**src/rtl/rr_arb_pkg.sv**
```systemverilog
// Shared arbitration definitions: width limit and the lowest-set-bit isolator
// used by the fixed-priority stages of this and other arbiters.
package rr_arb_pkg;

  // Widest request vector the helper supports; arbiters zero-extend into it.
  localparam int LSB_W = 32;

  function automatic logic [LSB_W-1:0] lsb_onehot(input logic [LSB_W-1:0] vec);
    return vec & (-vec);
  endfunction

endpackage

```
**src/rtl/rr_arb_if.sv**
```systemverilog
// Request/grant bundle between requesters (master) and the round-robin arbiter (slave).
interface rr_arb_if #(parameter int N = 4);

  logic [N-1:0] req_i;
  logic         ack_i;
  logic         lock_i;
  logic [N-1:0] gnt_o;
  logic         gnt_vld_o;
  logic         locked_o;

  modport master (
    output req_i, ack_i, lock_i,
    input  gnt_o, gnt_vld_o, locked_o
  );

  modport slave (
    input  req_i, ack_i, lock_i,
    output gnt_o, gnt_vld_o, locked_o
  );

endinterface

```
**src/rtl/rr_arb_pri_arb.sv**
```systemverilog
// Fixed-priority arbiter, LSB wins; purely combinational.
module pri_arb
  import rr_arb_pkg::*;
#(
  parameter int N = 4
) (
  input  logic [N-1:0] req,
  output logic [N-1:0] gnt
);

  // N must not exceed LSB_W; narrower vectors are zero-extended into the helper.
  generate
    if (N < LSB_W) begin : g_ext
      logic [LSB_W-N-1:0] unused_hi;
      assign {unused_hi, gnt} = lsb_onehot({{(LSB_W-N){1'b0}}, req});
    end else begin : g_full
      assign gnt = lsb_onehot(req);
    end
  endgenerate

endmodule

```
**src/rtl/rr_arb.sv**
```systemverilog
// Round-robin arbiter with one-hot grant, last-accepted pointer and optional
// grant lock held across multi-beat transfers.
module rr_arb
  import rr_arb_pkg::*;
#(
  parameter int N = 4
) (
  input  logic     clk,
  input  logic     rst,
  rr_arb_if.slave  bus
);

  logic [N-1:0] last_q;
  logic [N-1:0] lock_owner_q;
  logic         lock_q;

  logic [N-1:0] mask;
  logic [N-1:0] req_masked;
  logic [N-1:0] gnt_masked;
  logic [N-1:0] gnt_plain;
  logic [N-1:0] gnt_rr;
  logic [N-1:0] gnt;
  logic         owner_hit;
  logic         accept;

  // Thermometer of positions strictly above the last accepted requester.
  assign mask       = ~(last_q | (last_q - N'(1)));
  assign req_masked = bus.req_i & mask;

  pri_arb #(.N(N)) u_pri_masked (
    .req (req_masked),
    .gnt (gnt_masked)
  );

  pri_arb #(.N(N)) u_pri_plain (
    .req (bus.req_i),
    .gnt (gnt_plain)
  );

  assign gnt_rr    = (|gnt_masked) ? gnt_masked : gnt_plain;
  assign owner_hit = lock_q & (|(bus.req_i & lock_owner_q));

  always_comb begin
    gnt = '0;
    if (!rst) begin
      gnt = owner_hit ? lock_owner_q : gnt_rr;
    end
  end

  assign accept        = (|gnt) & bus.ack_i;
  assign bus.gnt_o     = gnt;
  assign bus.gnt_vld_o = |gnt;
  assign bus.locked_o  = ~rst & owner_hit;

  always_ff @(posedge clk) begin
    if (rst) begin
      last_q       <= {1'b1, {(N-1){1'b0}}};
      lock_q       <= 1'b0;
      lock_owner_q <= '0;
    end else if (accept) begin
      last_q <= gnt;
      lock_q <= bus.lock_i;
      if (bus.lock_i) begin
        lock_owner_q <= gnt;
      end
    end else if (!owner_hit) begin
      // Owner dropped its request (or nothing requested): release the lock.
      lock_q <= 1'b0;
    end
  end

endmodule

```
**src/flat_wrapper.sv**
```systemverilog
// flat-port wrapper written by rule: the top's interface ports become plain ports
module rr_arb_flat import rr_arb_pkg::*;
#(
  parameter int N = 4
)
  (clk, rst, bus_req_i, bus_ack_i, bus_lock_i, bus_gnt_o, bus_gnt_vld_o, bus_locked_o);
  rr_arb_if #(.N(N)) bus_i ();
  input  logic clk;
  input  logic rst;
  input wire logic [$bits(bus_i.req_i)-1:0] bus_req_i;
  input wire logic [$bits(bus_i.ack_i)-1:0] bus_ack_i;
  input wire logic [$bits(bus_i.lock_i)-1:0] bus_lock_i;
  output wire logic [$bits(bus_i.gnt_o)-1:0] bus_gnt_o;
  output wire logic [$bits(bus_i.gnt_vld_o)-1:0] bus_gnt_vld_o;
  output wire logic [$bits(bus_i.locked_o)-1:0] bus_locked_o;
  assign bus_i.req_i = bus_req_i;
  assign bus_i.ack_i = bus_ack_i;
  assign bus_i.lock_i = bus_lock_i;
  assign bus_gnt_o = bus_i.gnt_o;
  assign bus_gnt_vld_o = bus_i.gnt_vld_o;
  assign bus_locked_o = bus_i.locked_o;
  rr_arb #(.N(N)) u_core (.clk(clk), .rst(rst), .bus(bus_i));
endmodule
```
**config.mk**
```make
export PLATFORM = sky130hd
export DESIGN_NAME = rr_arb_flat
export DESIGN_NICKNAME = d
export VERILOG_FILES = /design/src/rtl/rr_arb_pkg.sv /design/src/rtl/rr_arb_if.sv /design/src/rtl/rr_arb_pri_arb.sv /design/src/rtl/rr_arb.sv /design/src/flat_wrapper.sv
export SDC_FILE = /design/constraint.sdc
export NUM_CORES = 1
export LEC_CHECK = 0
export ABC_AREA = 1
export BUFFER_PORTS_ARGS = -buffer_cell sky130_fd_sc_hd__buf_2
export CORE_MARGIN = 1.5
export CORE_UTILIZATION = 28
export CTS_BUF_LIST = sky130_fd_sc_hd__clkbuf_4 sky130_fd_sc_hd__clkbuf_8
export DETAILED_ROUTE_END_ITERATION = 10
export PLACE_DENSITY_LB_ADDON = 0.3
export SYNTH_ARGS = -nofsm -noshare
export SYNTH_HDL_FRONTEND = slang
export SYNTH_SLANG_ARGS = --single-unit
```
**constraint.sdc**
```tcl
create_clock -name clk -period 1.6 [get_ports clk]
set_clock_uncertainty 0.15 [all_clocks]
set_input_delay 0.16 -clock clk [delete_from_list [all_inputs] [get_ports clk]]
set_output_delay 0.16 -clock clk [all_outputs]
set_load 0.005 [all_outputs]
```
# Word-level counts from Yosys, hierarchy flattened
# Cells that the tools add are included.
# totals
regBits	9
in_bits	8
output_inout_bits	6
elab_cells	26
# classes
add_sub_neg	3
n_eq_ne	1
n_mux	5
bitwise_logic	10
n_reduce_logical	4
# ops
cell	count
bitwise AND 4 bit	4
2-to-1 mux 4 bit	3
OR reduction 4 bit	3
negator 4 bit	2
NOT 4 bit	1
OR 4 bit	1
subtractor 4 x 1 -> 4 bit (second input constant)	1
bitwise AND 1 bit	3
2-to-1 mux 1 bit	2
inequality test 2 bit (second input constant)	1
AND reduction 2 bit	1
NOT 1 bit	1

# Longest topological paths before layout
# Gate-level depths: netlist (run 1).
# logic_depth
ltp_word	13
depth_mapped	14
depth_no_buf	14

# Modules after synthesis
# Synthesis (run 1) repeated with hierarchy kept, for this count alone.
# unflattened
cells_unflattened	121
hier_area_um2	688.2
# by_module_without_submodules
module	instances	cells_each	area_each_um2	seq_area_each_um2
rr_arb	1	103	613.1	180.2
pri_arb	2	9	37.5	0.0

# Least setup slack after synthesis (run 1)
# No wires, ideal clock.
# synth_timing
kind	register to register
start	register u_core.last_q[0]
end	register u_core.lock_owner_q[1]
t_arrival_ns	1.296
t_required_ns	1.337
slack_ns	0.041
stages_incl_launch_ff	11
path_buffers	0
cell_sequence	dfxtp_1 > nor2_1 > nor2_1 > nor2_2 > nand3_1 > a21oi_4 > nor2_2 > nand2_4 > nand3_4 > nor2_1 > nor2_1
# synth_via
elab_chain_len	13
# synth_rtl
element	line_no	rtl
start, declared	rr_arb.sv:13	logic [N-1:0] last_q;
start signal, assigned	rr_arb.sv:57	last_q <= {1'b1, {(N-1){1'b0}}};
start signal, assigned	rr_arb.sv:61	last_q <= gnt;
subtractor 4 x 1 -> 4 bit	rr_arb.sv:27	assign mask = ~(last_q | (last_q - N'(1)));
OR 4 bit (*)	rr_arb.sv:27	
NOT 4 bit (*)	rr_arb.sv:27	
bitwise AND 4 bit (*)	rr_arb.sv:28	assign req_masked = bus.req_i & mask;
negator 4 bit	rr_arb_pkg.sv:9	return vec & (-vec);
bitwise AND 4 bit (*)	rr_arb_pkg.sv:9	
OR reduction 4 bit	rr_arb.sv:40	assign gnt_rr = (|gnt_masked) ? gnt_masked : gnt_plain;
2-to-1 mux 4 bit (*)	rr_arb.sv:40	
2-to-1 mux 4 bit (*)	rr_arb.sv:46	gnt = owner_hit ? lock_owner_q : gnt_rr;
2-to-1 mux 4 bit (*)	rr_arb.sv:45	if (!rst) begin
via bus_gnt_o[1]	flat_wrapper.sv:13	output wire logic [$bits(bus_i.gnt_o)-1:0] bus_gnt_o;
OR reduction 4 bit (*)	n/a	
via bus_gnt_vld_o	flat_wrapper.sv:14	output wire logic [$bits(bus_i.gnt_vld_o)-1:0] bus_gnt_vld_o;
bitwise AND 1 bit (*)	rr_arb.sv:50	assign accept = (|gnt) & bus.ack_i;
AND reduction 2 bit (no source line) (*)	n/a	
end signal, assigned	rr_arb.sv:64	lock_owner_q <= gnt;
end, declared	rr_arb.sv:14	logic [N-1:0] lock_owner_q;
# Mark *: on every way through the listed nets, which the timed path passes. The rest lies on a longest branch.
# A chain may end at the register's enable or synchronous reset.

# Final worst setup path (run 1)
# layout_timing
start	register u_core.last_q[0]
end	output port bus_gnt_o[2]
# layout_via
elab_chain_len	10
# layout_rtl
element	line_no
subtractor 4 x 1 -> 4 bit	rr_arb.sv:27
OR 4 bit (*)	rr_arb.sv:27
NOT 4 bit (*)	rr_arb.sv:27
bitwise AND 4 bit (*)	rr_arb.sv:28
negator 4 bit	rr_arb_pkg.sv:9
bitwise AND 4 bit (*)	rr_arb_pkg.sv:9
OR reduction 4 bit	rr_arb.sv:40
2-to-1 mux 4 bit (*)	rr_arb.sv:40
2-to-1 mux 4 bit (*)	rr_arb.sv:46
2-to-1 mux 4 bit (*)	rr_arb.sv:45
end, declared	flat_wrapper.sv:13
# Every way passes the cells marked *; elsewhere a longest branch is shown, timed or not.

==> results of run 1 <==
==> sequential cells by signal, summed over array words and instances, names as in the netlist <==
| name | cells |
|---|---|
| u_core.last_q | 4 |
| u_core.lock_owner_q | 4 |
| u_core.lock_q | 1 |
==> metal layers <==
metal	track usage, %	routed length [um]	share of wire [%]	vias up
met3	1.75	40	2.2	6
li1	-	-	-	375
met5	0	0	0	-
met2	26.8	872	48	12
met1	17.3	853	47	326
met4	9.46	61	3.3	0
==> worst register-to-register path, stage by stage, from the launching register on <==
cell                      delay (ns)
sky130_fd_sc_hd__dfxtp_4        0.36
sky130_fd_sc_hd__nor2_4         0.13
sky130_fd_sc_hd__nand2_1        0.08
sky130_fd_sc_hd__nand2_2        0.09
sky130_fd_sc_hd__nand2_1        0.06
sky130_fd_sc_hd__nand2_1        0.08
sky130_fd_sc_hd__nand2_2        0.07
sky130_fd_sc_hd__o21ai_4        0.21
sky130_fd_sc_hd__nor2_4         0.06
sky130_fd_sc_hd__nand2_4        0.06
sky130_fd_sc_hd__buf_6          0.11
sky130_fd_sc_hd__nand3_4        0.10
sky130_fd_sc_hd__nand3_1        0.10
sky130_fd_sc_hd__o21ai_1        0.07
==> metrics by stage <==
step	TNS [ns]	cells	cell area [um^2]	power (mW)	utilization, %
final	-2.85	161	1020	0.675	46.5
after global routing	-4.15	161	1020	0.716	46.5
after CTS	-1.84	159	900	0.640	41.1
after detailed placement	-0.405	154	818	0.418	37.4
after global placement	-0.164	154	818	0.416	37.4
after floorplan	0	103	643	0.353	-
==> power groups by stage <==
| stage | logic, mW | registers [mW] | clock network [mW] |
|---|---|---|---|
| 2_1_floorplan | 0.102 | 0.251 | 0 |
| 3_3_place_gp | 0.164 | 0.252 | 0 |
| 3_5_place_dp | 0.166 | 0.252 | 0 |
| 4_1_cts | 0.189 | 0.250 | 0.202 |
| 5_1_grt | 0.248 | 0.250 | 0.217 |
| 6_report | 0.228 | 0.249 | 0.198 |
==> final timing paths <==
| check | endpoint | slack (ns) | cells past startpoint |
|---|---|---|---|
| worst max-delay path | bus_gnt_o[2] | -0.28 | 9 |
| worst min-delay path | u_core.lock_owner_q[0] | 0.05 | 3 |
| worst max register to register | u_core.lock_owner_q[3] | -0.25 | 13 |
| worst min register to register | u_core.last_q[2] | 0.33 | 2 |
==> final cells by class <==
type,count,area share (%)
Inverter,15,5.53
Sequential cell,9,19.0
Clock buffer,4,2.95
Multi-Input combinational cell,78,48.0
Timing Repair Buffer,27,21.0
Tap cell,28,3.44
==> synth_stat cells, types with 2 or more instances <==
library cell / instances
sky130_fd_sc_hd__nand3_1: 6
sky130_fd_sc_hd__nand2_1: 36
sky130_fd_sc_hd__nand2_4: 3
sky130_fd_sc_hd__dfxtp_1: 9
sky130_fd_sc_hd__inv_1: 13
sky130_fd_sc_hd__nor2_1: 12
sky130_fd_sc_hd__a21oi_1: 3
sky130_fd_sc_hd__inv_2: 2
sky130_fd_sc_hd__nor2_2: 6
sky130_fd_sc_hd__nand2_2: 4
==> cells by family (layout without fill, tap and decap cells) <==
group | after synthesis | after routing | share of synthesized area [%]
simple gates | 71 | 71 | 53.9
buf+inv | 16 | 46 | 9.92
flops | 9 | 9 | 28.0
compound gates | 7 | 7 | 8.17
==> repair_timing <==
| action | in CTS | in global routing |
|---|---|---|
| hold buffers | 0 | 0 |
| pin swaps | 10 | 14 |
| endpoints found under the setup margin | 15 | 15 |
| buffers inserted | 1 | 2 |
| resized for setup | 17 | 28 |
| cloned | 0 | 0 |
==> placed cells by master (no fill, tap or decap) <==
cell | synthesis | routed
sky130_fd_sc_hd__a21oi_1 | 3 | 1
sky130_fd_sc_hd__a21oi_2 | 0 | 2
sky130_fd_sc_hd__a21oi_4 | 1 | 1
sky130_fd_sc_hd__buf_2 | 0 | 9
sky130_fd_sc_hd__buf_4 | 1 | 9
sky130_fd_sc_hd__buf_6 | 0 | 9
sky130_fd_sc_hd__clkbuf_4 | 0 | 4
sky130_fd_sc_hd__dfxtp_1 | 9 | 2
sky130_fd_sc_hd__dfxtp_2 | 0 | 5
sky130_fd_sc_hd__dfxtp_4 | 0 | 2
sky130_fd_sc_hd__inv_1 | 13 | 12
sky130_fd_sc_hd__inv_2 | 2 | 3
sky130_fd_sc_hd__nand2_1 | 36 | 24
sky130_fd_sc_hd__nand2_2 | 4 | 15
sky130_fd_sc_hd__nand2_4 | 3 | 4
sky130_fd_sc_hd__nand3_1 | 6 | 6
sky130_fd_sc_hd__nand3_4 | 1 | 1
sky130_fd_sc_hd__nand4_1 | 1 | 1
sky130_fd_sc_hd__nor2_1 | 12 | 8
sky130_fd_sc_hd__nor2_2 | 6 | 4
sky130_fd_sc_hd__nor2_4 | 1 | 7
sky130_fd_sc_hd__nor3_1 | 1 | 1
sky130_fd_sc_hd__o211ai_1 | 1 | 1
sky130_fd_sc_hd__o21ai_1 | 1 | 1
sky130_fd_sc_hd__o21ai_4 | 0 | 1
==> results.sh, run 1 <==
export IMPL_setup_worst_path_start_class="register"
export IMPL_synthCells=103
export IMPL_path_buf_inv=2
export IMPL_core_mm2=0.00219
export IMPL_clk_pin_slew_worst_paths_ns=0.06
export IMPL_critical_path_slowest_cell="sky130_fd_sc_hd__dfxtp_4"
export IMPL_fmaxAchievable_ghz=0.533
export IMPL_first_iter_violations=9
export IMPL_timing_critical_path_to_type="primary output"
export IMPL_tritoncts="built"
export IMPL_startpoint_of_the_most_critical_hold_path="bus_lock_i"
export IMPL_final_critical_path_setup_slack_ns=-0.276
export IMPL_cp_data_arrival_time_ns=1.57
export IMPL_path_delay_family="simple AND/OR/NAND/NOR gates"
export IMPL_postRouteWirelength_mm=1.83
export IMPL_power_switching_mw=0.219
export IMPL_powerDensity_mw_per_mm2=663
export IMPL_grt_max_degree=9
export IMPL_timing_hold_worst_class="in -> reg"
export IMPL_nets=142
export IMPL_cts_root_to_sink_buffers=2
export IMPL_drt_vias_per_instance=4.47
export IMPL_grt_use_total_pct=15.2
export IMPL_root_buffer="sky130_fd_sc_hd__clkbuf_4"
export IMPL_power_leakage_nw=0.493
export IMPL_fp_dieW_um=50.9
export IMPL_numClockSinks=9
export IMPL_hpwl_mm=1.29
export IMPL_synth_area_top_cells="sky130_fd_sc_hd__dfxtp_1 28%, sky130_fd_sc_hd__nand2_1 21%, sky130_fd_sc_hd__inv_1 7.6%"
export IMPL_seq_area_frac_synth_pct=28.0
export IMPL_area_of_the_multi_input_gates_um2=489
export IMPL_violations="setup timing"
export IMPL_maxSlewViolCount=0
export IMPL_post_synth_top_area_cell="sky130_fd_sc_hd__dfxtp_1"
export IMPL_htree_levels=1
export IMPL_std_cell_rows=17
export IMPL_power_share_combinational_pct=33.8
export IMPL_crit_path_start="u_core.last_q[0]"
export IMPL_detail_route_first_pass_iterations=4
export IMPL_yosys_warnings=0
export IMPL_yosys_cell_types_count=19
export IMPL_synth_edf_count=0
export IMPL_report_final_setup_viol=14
export IMPL_route_detailed_wl_per_inst_um=11.4
export IMPL_cts_buffers_inserted=3
export IMPL_die_height_um=50.9
export IMPL_antenna_violations_before_repair=0
export IMPL_fin_crit_sh_pct=117
export IMPL_crit_chain="nor2_4 > nand2_1 > nand2_2 > nand2_1 > nand2_1 > nand2_2 > o21ai_4 > buf_6 > buf_6"
export IMPL_fin_worst_hold_slack_ns=0.0455
export IMPL_worstSkewPairLatency_ns=0.26
export IMPL_die_area_mm2=0.00259
export IMPL_internal_power_mw=0.456
export IMPL_proportion_of_register_bits_with_asynchronous_set_or_reset_after_synthesis_pct=0
export IMPL_max_slew_margin_rel_pct=83.5
export IMPL_crit_required_ns=1.29
export IMPL_synth_ff_latch_count=9
export IMPL_clockPowerShare_pct=29.3
export IMPL_top_level_ports=14
export IMPL_place_gp_congestion=0.776
export IMPL_max_cap_viols=0
export IMPL_count_of_vias_placed_by_the_detailed_router=719
export IMPL_syn_area_um2=643
export IMPL_post_route_cells_drive_above_1_share_pct=57.1
export IMPL_tightest_slew_ns=0.247
export IMPL_criticalPathCategory="reg -> out"
export IMPL_grt_setup_unrepaired="yes"
export IMPL_syn2layout_area_growth_pct=58.4
export IMPL_grt_pass1_vias=690
export IMPL_worstReg2RegStart="u_core.last_q[0]"
export IMPL_seqCellArea_um2=194
export IMPL_power_ir_vdd_worst_uv=310
export IMPL_fillerInstances=225
export IMPL_numPortBuffers=13
export IMPL_path_common_cell="sky130_fd_sc_hd__nand2_1"
export IMPL_final_routed_drc_violation_total=0
export IMPL_post_synth_top_area_fraction_pct=28.0
export IMPL_max_stage_delay_on_crit_path_ns=0.36
export IMPL_start_util_pct=29.4
export IMPL_antenna_diode_count=0
export IMPL_wire_length_of_the_first_global_routing_pass_mm=2.89
export IMPL_synth_area_per_cell_um2=6.24
export IMPL_outcome="finished, violations left"
export IMPL_grt_overflow_total=0
export IMPL_final_period_minus_worst_setup_slack_ns=1.88
export IMPL_power_sequential_fraction_pct=36.9
export IMPL_route_antenna_remaining_nets=0
export IMPL_finalHoldViolations=0
export IMPL_synth_top_flop_cell="sky130_fd_sc_hd__dfxtp_1"
export IMPL_switching_share_pct=32.5
export IMPL_worst_setup_slack_post_dpl_ns=-0.0579
export IMPL_crit_fanout=4
export IMPL_synth_net_count=111
(Power assumes the default switching activity.)
==> inputs of run 2 (changes only) <==
--- a/config.mk
+++ b/config.mk
@@ -7,11 +7,11 @@
 export LEC_CHECK = 0
 export ABC_AREA = 1
 export BUFFER_PORTS_ARGS = -buffer_cell sky130_fd_sc_hd__buf_2
-export CORE_MARGIN = 1.5
 export CORE_UTILIZATION = 28
 export CTS_BUF_LIST = sky130_fd_sc_hd__clkbuf_4 sky130_fd_sc_hd__clkbuf_8
 export DETAILED_ROUTE_END_ITERATION = 10
 export PLACE_DENSITY_LB_ADDON = 0.3
+export SETUP_SLACK_MARGIN = 0.02
 export SYNTH_ARGS = -nofsm -noshare
 export SYNTH_HDL_FRONTEND = slang
 export SYNTH_SLANG_ARGS = --single-unit
==> constraint.sdc (replaced) <==
create_clock -name clk -period 1.8 [get_ports clk]
set_clock_uncertainty 0.15 [all_clocks]
set_input_delay 0.18 -clock clk [delete_from_list [all_inputs] [get_ports clk]]
set_output_delay 0.18 -clock clk [all_outputs]
set_load 0.005 [all_outputs]
==> run 2 against run 1 <==
The run still ends with setup timing left. Via count is 5.7% lower. Register-to-register slack gained 0.25 ns. Routed wire length decreased by 13%. Clock-buffer cell count stayed put. Non-clock buffer count shrank 8. Global-route usage decreased by 0.37 points. Design area is 14% lower. Combinational power shrank 30%. Critical endpoint is now bus_gnt_vld_o. Highest routed layer unchanged.
==> results.sh, run 2 (synthesis results as in run 1) <==
export IMPL_power_switching_mw=0.170
export IMPL_final_routed_drc_violation_total=0
export IMPL_power_share_combinational_pct=29.1
export IMPL_cp_data_arrival_time_ns=1.51
export IMPL_crit_required_ns=1.47
export IMPL_cts_root_to_sink_buffers=2
export IMPL_hpwl_mm=1.15
export IMPL_fillerInstances=229
export IMPL_seqCellArea_um2=193
export IMPL_clockPowerShare_pct=30.5
export IMPL_fin_crit_sh_pct=102
export IMPL_timing_critical_path_to_type="primary output"
export IMPL_grt_setup_unrepaired="yes"
export IMPL_root_buffer="sky130_fd_sc_hd__clkbuf_4"
export IMPL_wire_length_of_the_first_global_routing_pass_mm=2.75
export IMPL_route_detailed_wl_per_inst_um=10.4
export IMPL_postLayoutCoreUtil_pct=42.6
export IMPL_place_gp_congestion=0.800
export IMPL_fp_dieW_um=49.9
export IMPL_power_ir_vdd_worst_uv=308
export IMPL_outcome="finished, violations left"
export IMPL_grt_use_met3_pct=4.94
export IMPL_report_final_setup_viol=2
export IMPL_syn2layout_area_growth_pct=36.6
export IMPL_postPlaceCellArea_um2=742
export IMPL_nets=134
export IMPL_timing_hold_worst_class="in -> reg"
export IMPL_post_place_cells=143
export IMPL_power_leakage_nw=0.434
export IMPL_finalHoldViolations=0
export IMPL_area_of_the_multi_input_gates_um2=439
export IMPL_violations="setup timing"
export IMPL_drt_vias_per_instance=4.46
export IMPL_grt_overflow_total=0
export IMPL_max_slew_margin_rel_pct=86.9
export IMPL_count_of_vias_placed_by_the_detailed_router=678
export IMPL_worst_setup_slack_post_dpl_ns=0.0975
export IMPL_grt_max_degree=9
export IMPL_report_power_total_mw=0.551
export IMPL_cts_hold_buffers_added=0
export IMPL_die_area_mm2=0.00249
export IMPL_maxSlewViolCount=0
export IMPL_cts_buffers_inserted=3
export IMPL_power_sequential_fraction_pct=40.4
export IMPL_std_cell_rows=16
export IMPL_finish_instance_area_um2=878
export IMPL_post_route_cells_drive_above_1_share_pct=43.2
export IMPL_final_common_cell="sky130_fd_sc_hd__nand2_1"
export IMPL_crit_fanout=4
export IMPL_max_cap_viols=0
export IMPL_grt_pass1_vias=634
export IMPL_clk_pin_slew_worst_paths_ns=0.06
export IMPL_mostFrequentLayoutCells="33 x sky130_fd_sc_hd__nand2_1, 13 x sky130_fd_sc_hd__inv_1, 11 x sky130_fd_sc_hd__buf_2"
export IMPL_setup_worst_path_start_class="register"
export IMPL_biggestRegsByFlops="u_core.last_q x4, u_core.lock_owner_q x4, u_core.lock_q x1"
export IMPL_final_critical_path_setup_slack_ns=-0.0396
export IMPL_fin_worst_hold_slack_ns=0.0661
export IMPL_core_mm2=0.00206
export IMPL_grt_use_total_pct=14.9
export IMPL_post_layout_nonfiller_instances=152
export IMPL_die_height_um=49.9
export IMPL_numPortBuffers=13
export IMPL_route_antenna_remaining_nets=0
export IMPL_internal_power_mw=0.380
export IMPL_top_level_ports=14
export IMPL_powerDensity_mw_per_mm2=627
export IMPL_final_period_minus_worst_setup_slack_ns=1.84
export IMPL_postRouteWirelength_mm=1.58
export IMPL_grt_busiest_layer="met2"
export IMPL_htree_levels=1
export IMPL_worstReg2RegStart="u_core.last_q[0]"
export IMPL_fmaxAchievable_ghz=0.544
export IMPL_crit_path_start="u_core.last_q[0]"
export IMPL_first_iter_violations=15
export IMPL_criticalPathCategory="reg -> out"
export IMPL_tritoncts="built"
export IMPL_groute_layer_met2_usage_pct=23.2
export IMPL_startpoint_of_the_most_critical_hold_path="rst"
export IMPL_setup_tns_final_ns=-0.0640
export IMPL_antenna_violations_before_repair=0
export IMPL_tightest_slew_ns=0.196
export IMPL_detail_route_first_pass_iterations=3
export IMPL_numClockSinks=9
export IMPL_start_util_pct=31.2
export IMPL_switching_share_pct=30.9
export IMPL_antenna_diode_count=0
export IMPL_worstSkewPairLatency_ns=0.26
export IMPL_globalRouteMet1Util_pct=19.2
run 2: worst paths after layout:
| check | to | slack (ns) | depth (start not counted) |
|---|---|---|---|
| worst min register to register | u_core.last_q[2] | 0.33 | 2 |
| worst min-delay path | u_core.last_q[1] | 0.07 | 2 |
| worst max register to register | u_core.last_q[0] | 0 | 14 |
| worst max-delay path | bus_gnt_vld_o | -0.04 | 11 |
run 2: final cells by class:
| type | count | share of cell area (%) |
|---|---|---|
| Clock buffer | 4 | 3.42 |
| Inverter | 15 | 6.41 |
| Multi-Input combinational cell | 78 | 50.0 |
| Sequential cell | 9 | 21.9 |
| Tap cell | 27 | 3.85 |
| Timing Repair Buffer | 19 | 14.4 |
run 2: layer usage:
metal  vias up  part of all wire, %  wire [um]
met2         9                   48        763
met1       309                   48        760
met5         -                    0          0
met4         0                 0.51          8
li1        358                    -          -
met3         2                  3.2         50
run 2: worst max-delay path: stages, from the launching register on:
cell and delay, ns:
sky130_fd_sc_hd__dfxtp_4 0.36, sky130_fd_sc_hd__nor2_4 0.11, sky130_fd_sc_hd__nand2_1 0.07, sky130_fd_sc_hd__nand2_2 0.09
sky130_fd_sc_hd__nand2_1 0.06, sky130_fd_sc_hd__nand2_1 0.06, sky130_fd_sc_hd__nand2_1 0.06, sky130_fd_sc_hd__nand2_2 0.08
sky130_fd_sc_hd__nor2_2 0.04, sky130_fd_sc_hd__nor2_2 0.14, sky130_fd_sc_hd__nand2_4 0.06, sky130_fd_sc_hd__buf_6 0.11
run 2: power groups by stage:
stage	logic, mW	clock network (mW)	registers (mW)
floorplan	0.0907	0	0.223
detailed placement	0.128	0	0.225
finish	0.160	0.168	0.223
global route	0.177	0.191	0.224
global placement	0.128	0	0.225
CTS	0.154	0.175	0.222
run 2: repair_timing:
action                     in CTS  in global routing
resized for setup              14                  7
setup endpoints to repair       3                 14
hold endpoints to repair        0                  0
pin swaps                      10                  9
buffers inserted                4                  1
==> inputs of run 3 (changes only) <==
--- a/config.mk
+++ b/config.mk
@@ -5,7 +5,6 @@
 export SDC_FILE = /design/constraint.sdc
 export NUM_CORES = 1
 export LEC_CHECK = 0
-export ABC_AREA = 1
 export BUFFER_PORTS_ARGS = -buffer_cell sky130_fd_sc_hd__buf_2
 export CORE_UTILIZATION = 28
 export CTS_BUF_LIST = sky130_fd_sc_hd__clkbuf_4 sky130_fd_sc_hd__clkbuf_8
==> run 3 against run 2 <==
The run still ends with setup timing left. Area after synthesis is 13% higher. Maximum frequency is 11% lower. Register-to-register slack worse by 0.27 ns. Global-route usage is 4.3 points higher. Core utilization is 11 points higher. Sequential cell count stayed put.
==> results.sh, run 3 <==
export IMPL_clk_pin_slew_worst_paths_ns=0.07
export IMPL_final_critical_path_setup_slack_ns=-0.273
export IMPL_criticalPathCategory="reg -> reg"
export IMPL_max_cap_viols=0
export IMPL_synth_top_flop_cell="sky130_fd_sc_hd__dfxtp_1"
export IMPL_finish_instance_area_mm2=0.00132
export IMPL_synth_area_top_cells="sky130_fd_sc_hd__dfxtp_1 25%, sky130_fd_sc_hd__a22oi_4 5.9%, sky130_fd_sc_hd__nor2_1 5.2%"
export IMPL_post_synth_top_area_cell="sky130_fd_sc_hd__dfxtp_1"
export IMPL_ff2ff_setup_slack_ns=-0.27
export IMPL_tritoncts="built"
export IMPL_proportion_of_register_bits_with_asynchronous_set_or_reset_after_synthesis_pct=0
export IMPL_report_final_setup_viol=14
export IMPL_grt_use_total_pct=19.1
export IMPL_yosys_cell_count_top_type="sky130_fd_sc_hd__nor2_1"
export IMPL_crit_fanout=3
export IMPL_final_period_minus_worst_setup_slack_ns=2.07
export IMPL_post_route_cells_drive_above_1_share_pct=64.3
export IMPL_cts_root_to_sink_buffers=2
export IMPL_seq_area_frac_synth_pct=24.8
export IMPL_max_slew_margin_rel_pct=78.3
export IMPL_finalHoldViolations=0
export IMPL_post_place_cells=151
export IMPL_synthCells=88
export IMPL_postRouteWirelength_mm=2.43
export IMPL_fin_crit_sh_pct=115
export IMPL_htree_levels=1
export IMPL_violations="setup timing"
export IMPL_power_ir_vdd_worst_uv=437
export IMPL_power_leakage_nw=0.569
export IMPL_cts_buffers_inserted=3
export IMPL_yosys_cell_types_count=37
export IMPL_place_gp_congestion=0.821
export IMPL_maxSlewViolCount=0
export IMPL_synth_net_count=96
export IMPL_final_common_cell="sky130_fd_sc_hd__buf_4"
export IMPL_report_power_total_mw=0.636
export IMPL_timing_hold_worst_class="in -> reg"
export IMPL_top_level_ports=14
export IMPL_postPlaceCellArea_mm2=0.00100
export IMPL_worst_r2r_path_depth=8
export IMPL_route_detailed_wl_per_inst_um=14.1
export IMPL_final_routed_drc_violation_total=0
export IMPL_fillerInstances=220
export IMPL_worstReg2RegStart="u_core.lock_owner_q[1]"
export IMPL_setup_worst_path_start_class="register"
export IMPL_synth_ff_latch_count=9
export IMPL_worst_hold_path_num_cells=3
export IMPL_timing_critical_path_to_type="register"
export IMPL_yosys_warnings=0
export IMPL_start_util_pct=29.6
export IMPL_numPortBuffers=13
export IMPL_std_cell_rows=18
export IMPL_biggestRegsByFlops="u_core.last_q x4, u_core.lock_owner_q x4, u_core.lock_q x1"
export IMPL_cts_hold_buffers_added=0
export IMPL_route_antenna_remaining_nets=0
export IMPL_setup_tns_final_ns=-2.53
export IMPL_grt_max_degree=11
export IMPL_post_synth_top_area_fraction_pct=24.8
export IMPL_worst_hold_path_endpoint="u_core.lock_owner_q[2]"
export IMPL_fmaxAchievable_ghz=0.482
export IMPL_postLayoutCoreUtil_pct=53.6
export IMPL_antenna_violations_before_repair=0
export IMPL_first_iter_violations=16
export IMPL_count_of_vias_placed_by_the_detailed_router=854
export IMPL_syn_area_um2=727
export IMPL_nets=152
export IMPL_mostFrequentLayoutCells="32 x sky130_fd_sc_hd__buf_4, 11 x sky130_fd_sc_hd__buf_2, 10 x sky130_fd_sc_hd__buf_6"
export IMPL_detail_route_first_pass_iterations=4
export IMPL_antenna_diode_count=0
export IMPL_worstSkewPairLatency_ns=0.27
export IMPL_die_height_um=53.0
export IMPL_synth_commonest_cells="10 x sky130_fd_sc_hd__nor2_1, 9 x sky130_fd_sc_hd__dfxtp_1, 8 x sky130_fd_sc_hd__nand2_1"
export IMPL_outcome="finished, violations left"
export IMPL_drt_vias_per_instance=4.94
export IMPL_numClockSinks=9
export IMPL_syn2layout_area_growth_pct=81.1
export IMPL_worst_setup_slack_post_dpl_ns=-0.206
export IMPL_grt_overflow_total=0
export IMPL_powerDensity_mw_per_mm2=483
export IMPL_hpwl_mm=1.66
export IMPL_tightest_slew_ns=0.325
export IMPL_die_area_mm2=0.00280
export IMPL_wire_length_of_the_first_global_routing_pass_mm=3.78
export IMPL_cp_data_arrival_time_ns=2.08
export IMPL_synth_edf_count=0
export IMPL_core_mm2=0.00245
export IMPL_grt_setup_unrepaired="yes"
export IMPL_root_buffer="sky130_fd_sc_hd__clkbuf_4"
export IMPL_crit_path_start="u_core.lock_owner_q[1]"
export IMPL_fp_dieW_um=53.0
export IMPL_synth_area_per_cell_um2=8.26
export IMPL_worst_reg2reg_path_endpoint="u_core.lock_owner_q[0]"
export IMPL_crit_required_ns=1.81
export IMPL_fin_worst_hold_slack_ns=0.0396
export IMPL_grt_pass1_vias=804
export IMPL_startpoint_of_the_most_critical_hold_path="bus_lock_i"
export IMPL_post_layout_nonfiller_instances=173
[run 3: changes by cell type after synthesis, moves of 3 or more]
cell | previous run | this run
sky130_fd_sc_hd__nand2_1 | 36 | 8
sky130_fd_sc_hd__nor2b_1 | 0 | 3
sky130_fd_sc_hd__nand2_2 | 4 | 1
sky130_fd_sc_hd__a21oi_1 | 3 | 6
sky130_fd_sc_hd__nand2b_1 | 0 | 3
sky130_fd_sc_hd__nand2_4 | 3 | 0
sky130_fd_sc_hd__nor2_2 | 6 | 0
sky130_fd_sc_hd__inv_1 | 13 | 7
[run 3: critical path, cell delays in order, from the launching register on]
cell	delay [ns]
sky130_fd_sc_hd__dfxtp_2	0.36
sky130_fd_sc_hd__a22oi_4	0.09
sky130_fd_sc_hd__a21o_4	0.23
sky130_fd_sc_hd__buf_6	0.12
sky130_fd_sc_hd__a311oi_4	0.33
sky130_fd_sc_hd__a221oi_4	0.09
sky130_fd_sc_hd__buf_6	0.15
sky130_fd_sc_hd__a21oi_4	0.13
sky130_fd_sc_hd__mux2_4	0.31
[run 3: area by class of cell]
cell class | instances | area, um^2 | area share, %
Timing Repair Buffer | 53 | 408 | 31.0
Sequential cell | 9 | 194 | 14.7
Multi-Input combinational cell | 70 | 621 | 47.1
Clock inverter | 1 | 5.00 | 0.380
Inverter | 7 | 28.8 | 2.19
Tap cell | 30 | 37.5 | 2.85
Clock buffer | 3 | 22.5 | 1.71
[run 3: cell families after synthesis]
group	synth area share (%)
AND/OR/NAND/NOR	29.3
multiplexers	2.06
flip-flops	24.8
AO/OA/AOI/OAI	39.2
buffers and inverters	4.65
[run 3: how the worst max path moves through the flow]
stage,end,cells past startpoint
global route,u_core.last_q[0],9
CTS,bus_gnt_o[1],6
global placement,u_core.lock_owner_q[0],7
detailed placement,u_core.lock_owner_q[0],7
floorplan,u_core.lock_owner_q[0],6
finish,u_core.lock_owner_q[0],8
[run 3: power by group]
part	switching [mW]	internal, mW
logic	0.120	0.132
registers	0.0100	0.209
clock network	0.0817	0.0824
[run 3: routing by layer]
| metal | vias up | track usage, % | share of wire, % |
|---|---|---|---|
| li1 | 434 | - | - |
| met1 | 391 | 25.9 | 46 |
| met2 | 24 | 29.1 | 49 |
| met3 | 5 | 2.59 | 3.8 |
| met4 | 0 | 9.65 | 1.7 |
| met5 | - | 0 | 0 |
[run 3: repair_timing]
action | 4_1_cts | 5_1_grt
gates cloned | 0 | 0
endpoints found under the setup margin | 14 | 15
pin swaps | 19 | 14
buffers inserted | 13 | 6
endpoints found under the hold margin | 0 | 0
gates resized for setup | 29 | 9
